### config.mk
export PLATFORM = sky130hd
export DESIGN_NAME = rf_write_arbiter
export DESIGN_NICKNAME = d
export VERILOG_FILES = /design/src/rtl/rf_write_arbiter.sv
export SDC_FILE = /design/constraint.sdc
export NUM_CORES = 1
export LEC_CHECK = 0
export BUFFER_PORTS_ARGS = -buffer_cell sky130_fd_sc_hd__buf_2
export CAP_MARGIN = 20
export CORE_ASPECT_RATIO = 1.5
export CORE_MARGIN = 1.5
export CORE_UTILIZATION = 40
export CTS_CLUSTER_SIZE = 12
export DETAILED_ROUTE_END_ITERATION = 10
export PLACE_DENSITY_LB_ADDON = 0.1
export SLEW_MARGIN = 20
export SYNTH_ARGS = -nofsm -noshare
export SYNTH_HDL_FRONTEND = slang
export SYNTH_SLANG_ARGS = --single-unit
### constraint.sdc
create_clock -name Clk -period 1.5 [get_ports Clk]
set_input_delay 0.375 -clock Clk [delete_from_list [all_inputs] [get_ports Clk]]
set_output_delay 0.375 -clock Clk [all_outputs]
set_load 0.03 [all_outputs]
### src/rtl/rf_write_arbiter.sv
// rf_write_arbiter: shares the single write port of an 8-bit, 8-entry
// register file between ALU writeback (port 0) and load writeback (port 1)
// using valid/ready handshakes and round-robin arbitration. It also runs an
// init sweep that writes zero to every register.
//
// Ports:
//   Clk, Reset_n            clock, asynchronous active-low reset
//   InitStart               one-cycle request to zero all registers (IDLE only)
//   ReqValid[1:0]           per-port write request
//   ReqAddr0/1, ReqData0/1  per-port destination register and write data
//   ReqReady[1:0]           per-port accept, combinational one-hot grant
//   WriteEn, Waddr, DataIn  registered drive of the register file write port
//   InitDone                registered pulse alongside the last sweep write
//   Busy                    combinational, high while the sweep is running
module rf_write_arbiter #(
  parameter int unsigned W = 8,
  parameter int unsigned D = 3
) (
  input  logic         Clk,
  input  logic         Reset_n,
  input  logic         InitStart,
  input  logic [1:0]   ReqValid,
  input  logic [D-1:0] ReqAddr0,
  input  logic [D-1:0] ReqAddr1,
  input  logic [W-1:0] ReqData0,
  input  logic [W-1:0] ReqData1,
  output logic [1:0]   ReqReady,
  output logic         WriteEn,
  output logic [D-1:0] Waddr,
  output logic [W-1:0] DataIn,
  output logic         InitDone,
  output logic         Busy
);

  localparam int unsigned CNT_W = D + 1;
  localparam int unsigned LAST  = (1 << D) - 1;

  typedef enum logic {
    IDLE = 1'b0,
    INIT = 1'b1
  } state_e;

  state_e             state_q, state_d;
  logic [CNT_W-1:0]   cnt_q, cnt_d;
  logic               rr_ptr_q, rr_ptr_d;
  logic               we_q, we_d;
  logic [D-1:0]       waddr_q, waddr_d;
  logic [W-1:0]       data_q, data_d;
  logic               init_done_q, init_done_d;

  logic               grant_vld;
  logic               gnt_port;

  // Grant: only in IDLE and never in a cycle where an init request is pending.
  always_comb begin
    grant_vld = 1'b0;
    gnt_port  = 1'b0;
    if ((state_q == IDLE) && !InitStart && (ReqValid != 2'b00)) begin
      grant_vld = 1'b1;
      if (ReqValid == 2'b11) begin
        gnt_port = rr_ptr_q;
      end else begin
        gnt_port = ReqValid[1];
      end
    end
  end

  always_comb begin
    ReqReady = 2'b00;
    if (grant_vld) begin
      ReqReady = gnt_port ? 2'b10 : 2'b01;
    end
  end

  assign Busy = (state_q == INIT);

  // Next-state and registered-output logic.
  always_comb begin
    state_d     = state_q;
    cnt_d       = cnt_q;
    rr_ptr_d    = rr_ptr_q;
    we_d        = 1'b0;
    waddr_d     = waddr_q;
    data_d      = data_q;
    init_done_d = 1'b0;

    unique case (state_q)
      IDLE: begin
        if (InitStart) begin
          state_d = INIT;
          cnt_d   = '0;
        end else if (grant_vld) begin
          we_d    = 1'b1;
          waddr_d = gnt_port ? ReqAddr1 : ReqAddr0;
          data_d  = gnt_port ? ReqData1 : ReqData0;
          // Pointer only moves on contention, so a lone requester does not
          // steal the next turn from the other port.
          if (ReqValid == 2'b11) begin
            rr_ptr_d = ~gnt_port;
          end
        end
      end
      INIT: begin
        we_d    = 1'b1;
        waddr_d = cnt_q[D-1:0];
        data_d  = '0;
        cnt_d   = cnt_q + CNT_W'(1);
        // Terminal compare: the edge issuing the last address ends the sweep.
        if (cnt_q == CNT_W'(LAST)) begin
          state_d     = IDLE;
          init_done_d = 1'b1;
        end
      end
      default: begin
        state_d = IDLE;
      end
    endcase
  end

  always_ff @(posedge Clk or negedge Reset_n) begin
    if (!Reset_n) begin
      state_q     <= IDLE;
      cnt_q       <= '0;
      rr_ptr_q    <= 1'b0;
      we_q        <= 1'b0;
      waddr_q     <= '0;
      data_q      <= '0;
      init_done_q <= 1'b0;
    end else begin
      state_q     <= state_d;
      cnt_q       <= cnt_d;
      rr_ptr_q    <= rr_ptr_d;
      we_q        <= we_d;
      waddr_q     <= waddr_d;
      data_q      <= data_d;
      init_done_q <= init_done_d;
    end
  end

  assign WriteEn  = we_q;
  assign Waddr    = waddr_q;
  assign DataIn   = data_q;
  assign InitDone = init_done_q;

endmodule
==> results of run 1 <==
[cells in the mapped netlist]
| cell | n | area (um^2) |
|---|---|---|
| o21ai_0 | 3 | 15.0 |
| clkinv_2 | 1 | 5.00 |
| inv_2 | 2 | 7.51 |
| a21oi_1 | 1 | 5.00 |
| and2_1 | 2 | 12.5 |
| nand2_1 | 18 | 67.6 |
| inv_1 | 1 | 3.75 |
| a22o_1 | 1 | 8.76 |
| a2bb2oi_1 | 1 | 8.76 |
| o31ai_1 | 2 | 15.0 |
| or2_1 | 1 | 6.26 |
| xnor2_1 | 1 | 8.76 |
| nor3_1 | 3 | 15.0 |
| o21bai_1 | 1 | 7.51 |
| nand3_1 | 2 | 10.0 |
| ha_1 | 1 | 12.5 |
| nor2_2 | 1 | 6.26 |
| a21oi_2 | 3 | 26.3 |
| mux2i_1 | 3 | 30.0 |
| dfrtp_1 | 19 | 475 |
| nor2b_1 | 2 | 12.5 |
| o22ai_1 | 2 | 12.5 |
| o21ai_1 | 2 | 10.0 |
| buf_6 | 2 | 22.5 |
| o211a_1 | 1 | 10.0 |
| o21ai_4 | 1 | 16.3 |
| nor2_1 | 1 | 3.75 |
| and4b_1 | 1 | 10.0 |
| o221ai_1 | 6 | 52.6 |
| xor2_1 | 2 | 17.5 |
[power breakdown]
group | total (uW) | internal [uW] | switching, uW
logic | 932 | 386 | 547
registers | 812 | 679 | 133
clock network | 256 | 104 | 153
[final cells by class]
class,count,share of cell area (%)
inverters,4,1.29
multi-input cells,62,33.9
well taps,23,2.29
repair buffers,50,22.5
flip-flops and latches,19,37.9
clock buffers,4,2.09
[flip-flops by register name, summed over array words and instances (netlist names)]
register and count:
DataIn 8, cnt_q 4, Waddr 3, Busy 1, InitDone 1, WriteEn 1, rr_ptr_q 1
[repair_timing]
action / in CTS / in global routing
setup buffers: 0 / 0
pin swaps: 1 / 0
hold buffers: 0 / 0
endpoints found under the setup margin: 2 / 2
gates resized for setup: 6 / 0
[path summary, 6_finish.rpt]
kind / to / slack, ns / cells after the start
max in group asynchronous: Busy / 1.18 / 1
hold reg to reg: DataIn[5] / 0.48 / 2
hold / removal: DataIn[5] / -0.002 / 1
setup / recovery: ReqReady[0] / -0.21 / 4
setup reg to reg: DataIn[6] / 0.11 / 5
min in group Clk: DataIn[1] / 0.33 / 3
[critical path: cells and delay by family, from the launching register on]
family	cells	cell delay, ns
compound gates	1	0.11
simple gates	2	0.39
buf+inv	1	0.12
flops	1	0.42
[stage by stage]
step	power, uW	cell area, um^2	setup WS, ns	TNS (ns)	instances
global placement	1730	1200	-0.0671	-0.0671	158
global route	2140	1260	-0.252	-0.445	162
detailed placement	1750	1200	-0.0678	-0.0678	158
CTS	2030	1260	-0.229	-0.405	162
finish	2000	1260	-0.211	-0.371	162
floorplan	1430	928	-0.0366	-0.0366	87
[metal layers]
metal | GRT usage [%] | up-vias
met2 | 33.3 | 25
met4 | 10.7 | 0
met3 | 2.05 | 4
met5 | 0 | -
met1 | 20.7 | 379
li1 | - | 418
[cells by family after synthesis]
| family | share of synthesized area [%] |
|---|---|
| AND/OR/NAND/NOR | 15.7 |
| AO/OA/AOI/OAI | 20.5 |
| flip-flops | 52.0 |
| buffers and inverters | 4.24 |
| XOR/XNOR | 2.87 |
| multiplexers | 3.28 |
| adder cells (fa/ha/maj) | 1.37 |
==> results.md, run 1 <==
- Setup repair after global routing could not meet its margin everywhere.
- The half-perimeter wire length after placement is 1670 um.
- The first global-routing pass estimated 3520 um of wire.
- The die is 42.0 um wide.
- The boundary pin count is 43.
- The worst path in the final design needs a cycle of around 1.7 ns, including I/O delays and setup.
- The largest individual stage delay along the critical path comes from the cell dfrtp_2.
- The worst endpoint data arrival time is 1.34 ns.
- The worst hold-check slack is -0.00173 ns.
- Dividing the final minimum period by the clock period gives 114%.
- The detail route stage leaves a number of antenna-violating nets equal to 0.
- The number of iterations in the first detailed-routing pass is 4.
- The worst setup path startpoint is Busy.
- The kind of path behind the tightest hold check is in2async.
- Leaving out fill and tap cells, the most frequent cells in the layout are buf_2, dfrtp_1, nand2_1, buf_4, o221ai_1.
- The pin count of the biggest net entering global routing is 20.
- The sequential cell area is 477 um^2.
- At the pin with the least slew margin, the transition time is 0.427 ns.
- The number of storage elements in the synthesis netlist is 19.
- The share of layout cells above drive strength 1 is 46.8%.
- Timing would allow up to roughly 600 MHz.
- The number of antenna violations at the first check in global routing is 0.
- The setup-violating endpoint count in the final report is 2.
- Once the floorplan was initialized, standard cells occupied 41.4% of the core.
- CTS saw 19 sinks.
- The library cell used most frequently in the layout, excluding fill and tap cells, is buf_2.
- The total number of vias is ~830.
- The post-synthesis cell type count is 30.
- The row count is 21.
- Across the run, the number of max-cap violations was 0.
- The root cell of the clock tree is clkbuf_4.
- The die covers 0.00259 mm^2.
- The share of the Yosys chip area taken by registers is between 50% and 60%.
- The area added between synthesis and finish is 37.3%.
- The sort of element at the end of the critical path is an output port.
- The layout has 215 filler cells.
- The synthesized area per cell is 10.5 um^2.
- The final reports fail on hold timing, setup timing.
- The total met3 wirelength after detailed routing is ~100 um.
- The cell count after synthesis is just under 90.
- The via count of the first global-routing pass is 793.
- For this run, design rule violations remaining after detail routing come to 0.
- The clock input transition at the sequential cells of the worst setup and hold paths is ~0.10 ns.
- The number of nets handed over by synthesis was 115.
- The final number of hold-violating endpoints came to 1.
- In this run the tightest slew margin relative to its limit is roughly 70%.
- 0 antenna diodes ended up in the layout.
- In this run the number of H-tree levels came out at 1.
- The weighted congestion at the end of routability-driven global placement is 0.698.
- The maximum net fanout on the critical path is 2.
- TritonCTS built the clock tree.
- The mapped cell area is 915 um^2.
- The worst-case vdd ir drop is roughly 0.00085 V.
- After the last flow step, the layout net total stands at ~170.
- The die span in y is 61.6 um.
- The clock passes through at most 2 buffers.
- The final worst setup slack is -0.211 ns.
- The total of warnings raised by yosys is 0.
- The detail-routed via count per cell is 5.10.
- The run finished, with violations left.
- The later pin in the worst-skew pair is clocked with a latency of between 0.2 and 0.3 ns.
- Input and output buffers added on the ports amount to 42.
- The post-route met1 wirelength is approximately 830 um.
- The number of design-rule violations left by the first detailed-router iteration is 8.
- The power density of the placed cells is 1590 mW/mm^2.
- The detailed-routed wire length on met2 is ~1100 um.
- Cells fill 56.9% of the core in the end.
- STA puts the critical path data required time at 1.12 ns.
- For this block, the routed nets add up to 2110 um of wire.
- The final-report max-slew violation count is 0.
- The worst clock skew is 0.00116 ns.
- The highest metal layer carrying signal wires in the routed design is met4.
- The aggregate global routing overflow is 0.
- The total routing usage reported by global routing is 18.2%.
- The core box area is 0.00221 mm^2.
- The static leakage is 0.000656 uW.
- The reg-to-reg critical path startpoint is Busy.
- The number of buffers created by CTS is 3.
- In the final routed layout, each cell accounts on average for between 10 and 15 um.
- The critical path goes through or2_4 -> a21oi_4 -> and2_4 -> buf_6.
- The worst setup path category is reg2out.
- The delay contributed by the slowest stage of the critical path is 0.42 ns.
- Summing all multi-input logic gate instances after layout gives 425 um^2.
- The kind of start point of the critical path is a flip-flop.
Note: power is estimated with default switching activity, not from simulation.
==> inputs of run 2 (changes only) <==
--- a/config.mk
+++ b/config.mk
@@ -5,11 +5,12 @@
 export SDC_FILE = /design/constraint.sdc
 export NUM_CORES = 1
 export LEC_CHECK = 0
+export ABC_AREA = 1
 export BUFFER_PORTS_ARGS = -buffer_cell sky130_fd_sc_hd__buf_2
 export CAP_MARGIN = 20
 export CORE_ASPECT_RATIO = 1.5
 export CORE_MARGIN = 1.5
-export CORE_UTILIZATION = 40
+export CORE_UTILIZATION = 41
 export CTS_CLUSTER_SIZE = 12
 export DETAILED_ROUTE_END_ITERATION = 10
 export PLACE_DENSITY_LB_ADDON = 0.1
==> results.md, run 2 <==
- The max capacitance violation total is 0 (unchanged).
- The maximum clock path buffer count was 2 (unchanged).
- The root cell of the clock tree is clkbuf_4 (unchanged).
- The final worst setup slack is -0.0931 ns (was -0.211 ns).
- The area added between synthesis and finish is 35.3% (was 37.3%).
- The cell count after synthesis is 111 (was 87).
- The row count came to 21 (unchanged).
- The flip-flop count of the largest register, all copies and words added was 8 (unchanged).
- The final net count came to 190 (was 168).
- The most instantiated library cell after synthesis is nand2_1 (was dfrtp_1).
- The static leakage is 0.000696 uW (was 0.000656 uW).
- The share of layout cells above drive strength 1 is 40.4% (was 46.8%).
- The die span in y is 62.3 um (was 61.6 um).
- The number of storage elements in the synthesis netlist is 19 (unchanged).
- The aggregate global routing overflow is 0 (unchanged).
- The maximum net fanout on the critical path was 3 (was 2).
- The final antenna-violating net count is 0 (unchanged).
- The via count of the first global-routing pass is 890 (was 793).
- The total of warnings raised by yosys is 0 (unchanged).
- The largest area contributor in the netlist was dfrtp_1 (unchanged).
- The clock tree from TritonCTS is yes (unchanged).
- The post-synthesis cell type count is 21 (was 30).
- The detail-routed via count per cell is 4.86 (was 5.10).
- The kind of start point of the critical path is a flip-flop (unchanged).
- The number of buffers inserted by hold repair at cts came to 0 (unchanged).
- The number of levels the H-tree was split into is 1 (unchanged).
- The mapped cell area is 960 um^2 (was 915 um^2).
- The total negative slack is -0.114 ns (was -0.371 ns).
- The data required time of the worst path is 1.12 ns (about the same).
- The worst-skew pair later-pin latency is 0.29 ns (about the same).
- The total routing usage reported by global routing is 18.6% (was 18.2%).
- Leading cell types by total area after synthesis: dfrtp_1, nand2_1, o21ai_1 (was dfrtp_1, nand2_1, o221ai_1).
- The multi-input gate area in the final layout came to 437 um^2 (was 425 um^2).
- The detailed-route wire length per cell was 12.0 um (was 13.0 um).
- The clock net sink count is 19 (unchanged).
- The kind of path behind the tightest hold check is in2async (unchanged).
- The number of antenna violations at the first check in global routing is 0 (unchanged).
- The final number of hold-violating endpoints is 0 (was 1).
- The fraction of the yosys area taken by sequential cells was 49.5% (was 52.0%).
- The sequential cell area came to 477 um^2 (unchanged).
- The pin count of the biggest net entering global routing came to 20 (unchanged).
- The portion of the clock cycle consumed by the worst path in the final layout is 106% (was 114%).
- The setup-violating endpoint count in the final report is 2 (unchanged).
- The core box area was 0.00223 mm^2 (was 0.00221 mm^2).
- The fraction of synthesized cell area taken by the top area cell type came to 49.5% (was 52.0%).
- Failing checks: setup timing (was hold timing, setup timing).
- The synthesized area per cell came to 8.65 um^2 (was 10.5 um^2).
- The max-slew headroom at the worst pin is 71.3% (was 71.5%).
- The worst hold-check slack was 0.00754 ns (was -0.00173 ns).
- Synth cell count leaders: nand2_1, dfrtp_1, nor2_1, o21ai_1, o21ai_0 (was dfrtp_1, nand2_1, o221ai_1).
- Top library cells by usage in the layout, fill and taps aside: buf_2, nand2_1, dfrtp_1, nor2_1, o21ai_1 (was buf_2, dfrtp_1, nand2_1, buf_4, o221ai_1).
- The most common cell after layout, fill and taps aside is buf_2 (unchanged).
- The worst setup path category was reg2out (unchanged).
- The number of design-rule violations left by the first detailed-router iteration is 17 (was 8).
- The final-report max-slew violation count is 0 (unchanged).
- The sum of internal, switching and leakage power is 1920 uW (was 2000 uW).
- The proportion of synthesized flip-flops having asynchronous set or reset is 100% (unchanged).
- Run status: finished, violations left (unchanged).
- The worst-case vdd ir drop is 0.000828 V (was 0.000853 V).
- The transition time of the tightest slew-check pin is 0.431 ns (was 0.427 ns).
- The worst clock skew is 0.000788 ns (was 0.00116 ns).
- The number of synthesized flops with an enable pin came to 0 (unchanged).
- The starting utilization of the core area is 43.0% (was 41.4%).
- Setup repair after global routing missed its margin: true (unchanged).
- The count of input and output buffers is 42 (unchanged).
- The floorplan die area is 0.00265 mm^2 (was 0.00259 mm^2).
- The sort of element at the end of the critical path was an output port (unchanged).
- The post-detailed-routing wire length is 2200 um (was 2110 um).
- The total number of vias is 895 (was 826).
- The final-layout fill cell count is 220 (was 215).
- The time the worst path needs with I/O delays and setup is 1.59 ns (was 1.71 ns).
- The global-route wire length before repair is 3820 um (was 3520 um).
- The power density of the placed cells is 1480 mW/mm^2 (was 1590 mW/mm^2).
- The worst endpoint data arrival time is 1.22 ns (was 1.34 ns).
- The die width is 42.5 um (was 42.0 um).
- The commonest register cell after synthesis is dfrtp_1 (unchanged).
- The synthesized netlist net count came to 139 (was 115).
- The number of iterations in the first detailed-routing pass was 2 (was 4).
- The boundary pin count is 43 (unchanged).
- The half-perimeter wire length after placement came to 1690 um (was 1670 um).
- The maximum clock rate is 628 MHz (was 584 MHz).
- The count of antenna diodes in the layout is 0 (unchanged).
- The number of buffers created by CTS is 3 (unchanged).
- The weighted congestion at the end of routability-driven global placement is 0.718 (was 0.698).
- The clock input transition at the sequential cells of the worst setup and hold paths was 0.10 ns (about the same).
- The remaining design rule violation count is 0 (unchanged).
==> run 2: cell count changes after synthesis, moves of 3 or more <==
cell and change:
nor2_1 +10, nand2_1 +9, o21ai_1 +9, inv_1 +6, o21ai_0 +6, o221ai_1 -6, a21oi_2 -3, mux2i_1 -3
nand4_1 +3, nor3_1 -3
==> run 2: cell type report <==
type	count	area share, %
repair buffers	50	22.0
multi-input cells	78	33.6
well taps	23	2.22
clock buffers	4	2.02
flip-flops and latches	19	36.7
inverters	10	3.47
==> run 2: path summary, 6_finish.rpt <==
| check | startpoint | to | slack [ns] | cells past startpoint |
|---|---|---|---|---|
| max | Busy | ReqReady[0] | -0.09 | 4 |
| min | Reset_n | DataIn[4] | 0.008 | 1 |
| max reg2reg | Busy | Waddr[2] | 0.15 | 8 |
| min reg2reg | cnt_q[3] | InitDone | 0.48 | 1 |
| max in group asynchronous | Reset_n | Busy | 1.17 | 1 |
| min in group Clk | ReqAddr1[1] | Waddr[1] | 0.31 | 3 |
==> run 2: logic make-up (layout without fill, tap and decap cells) <==
| kind of cell | count (synthesis) | after routing | synth area share [%] |
|---|---|---|---|
| buf+inv | 14 | 64 | 7.56 |
| fa+ha+maj | 1 | 1 | 1.30 |
| simple gates | 51 | 51 | 27.2 |
| compound gates | 26 | 26 | 14.3 |
| flops | 19 | 19 | 49.5 |
==> run 2: per-stage QoR <==
| stage | area (um^2) | utilization, % | setup slack [ns] | cells |
|---|---|---|---|---|
| CTS | 1290 | 57.8 | -0.109 | 183 |
| global route | 1300 | 58.2 | -0.166 | 184 |
| detailed placement | 1230 | 55.2 | 0.0332 | 178 |
| global placement | 1230 | 55.2 | 0.0666 | 178 |
| floorplan | 987 | - | -0.000277 | 111 |
| finish | 1300 | 58.2 | -0.0931 | 184 |
==> run 2: power breakdown <==
group / switching [uW] / internal [uW]
clock network: 148 / 103
logic: 556 / 309
registers: 116 / 687
total: 819 / 1100
==> run 2: timing repair <==
item / 4_1_cts / 5_1_grt
buffers inserted: 1 / 1
pin swaps: 1 / 0
setup endpoints to repair: 3 / 3
gates resized for setup: 7 / 0
==> run 2: layer usage <==
| metal | vias up | routed length [um] | global-route usage (%) |
|---|---|---|---|
| met3 | 2 | 120 | 2.33 |
| li1 | 465 | - | - |
| met2 | 24 | 1180 | 32.1 |
| met1 | 404 | 881 | 22.4 |
| met5 | - | 0 | 0 |
| met4 | 0 | 20 | 8.20 |
==> run 2: critical path, stage by stage, from the launching register on <==
cell and delay [ns]:
dfrtp_2 0.45, nor2_8 0.11, o21ai_2 0.09, a21oi_4 0.13
buf_6 0.14
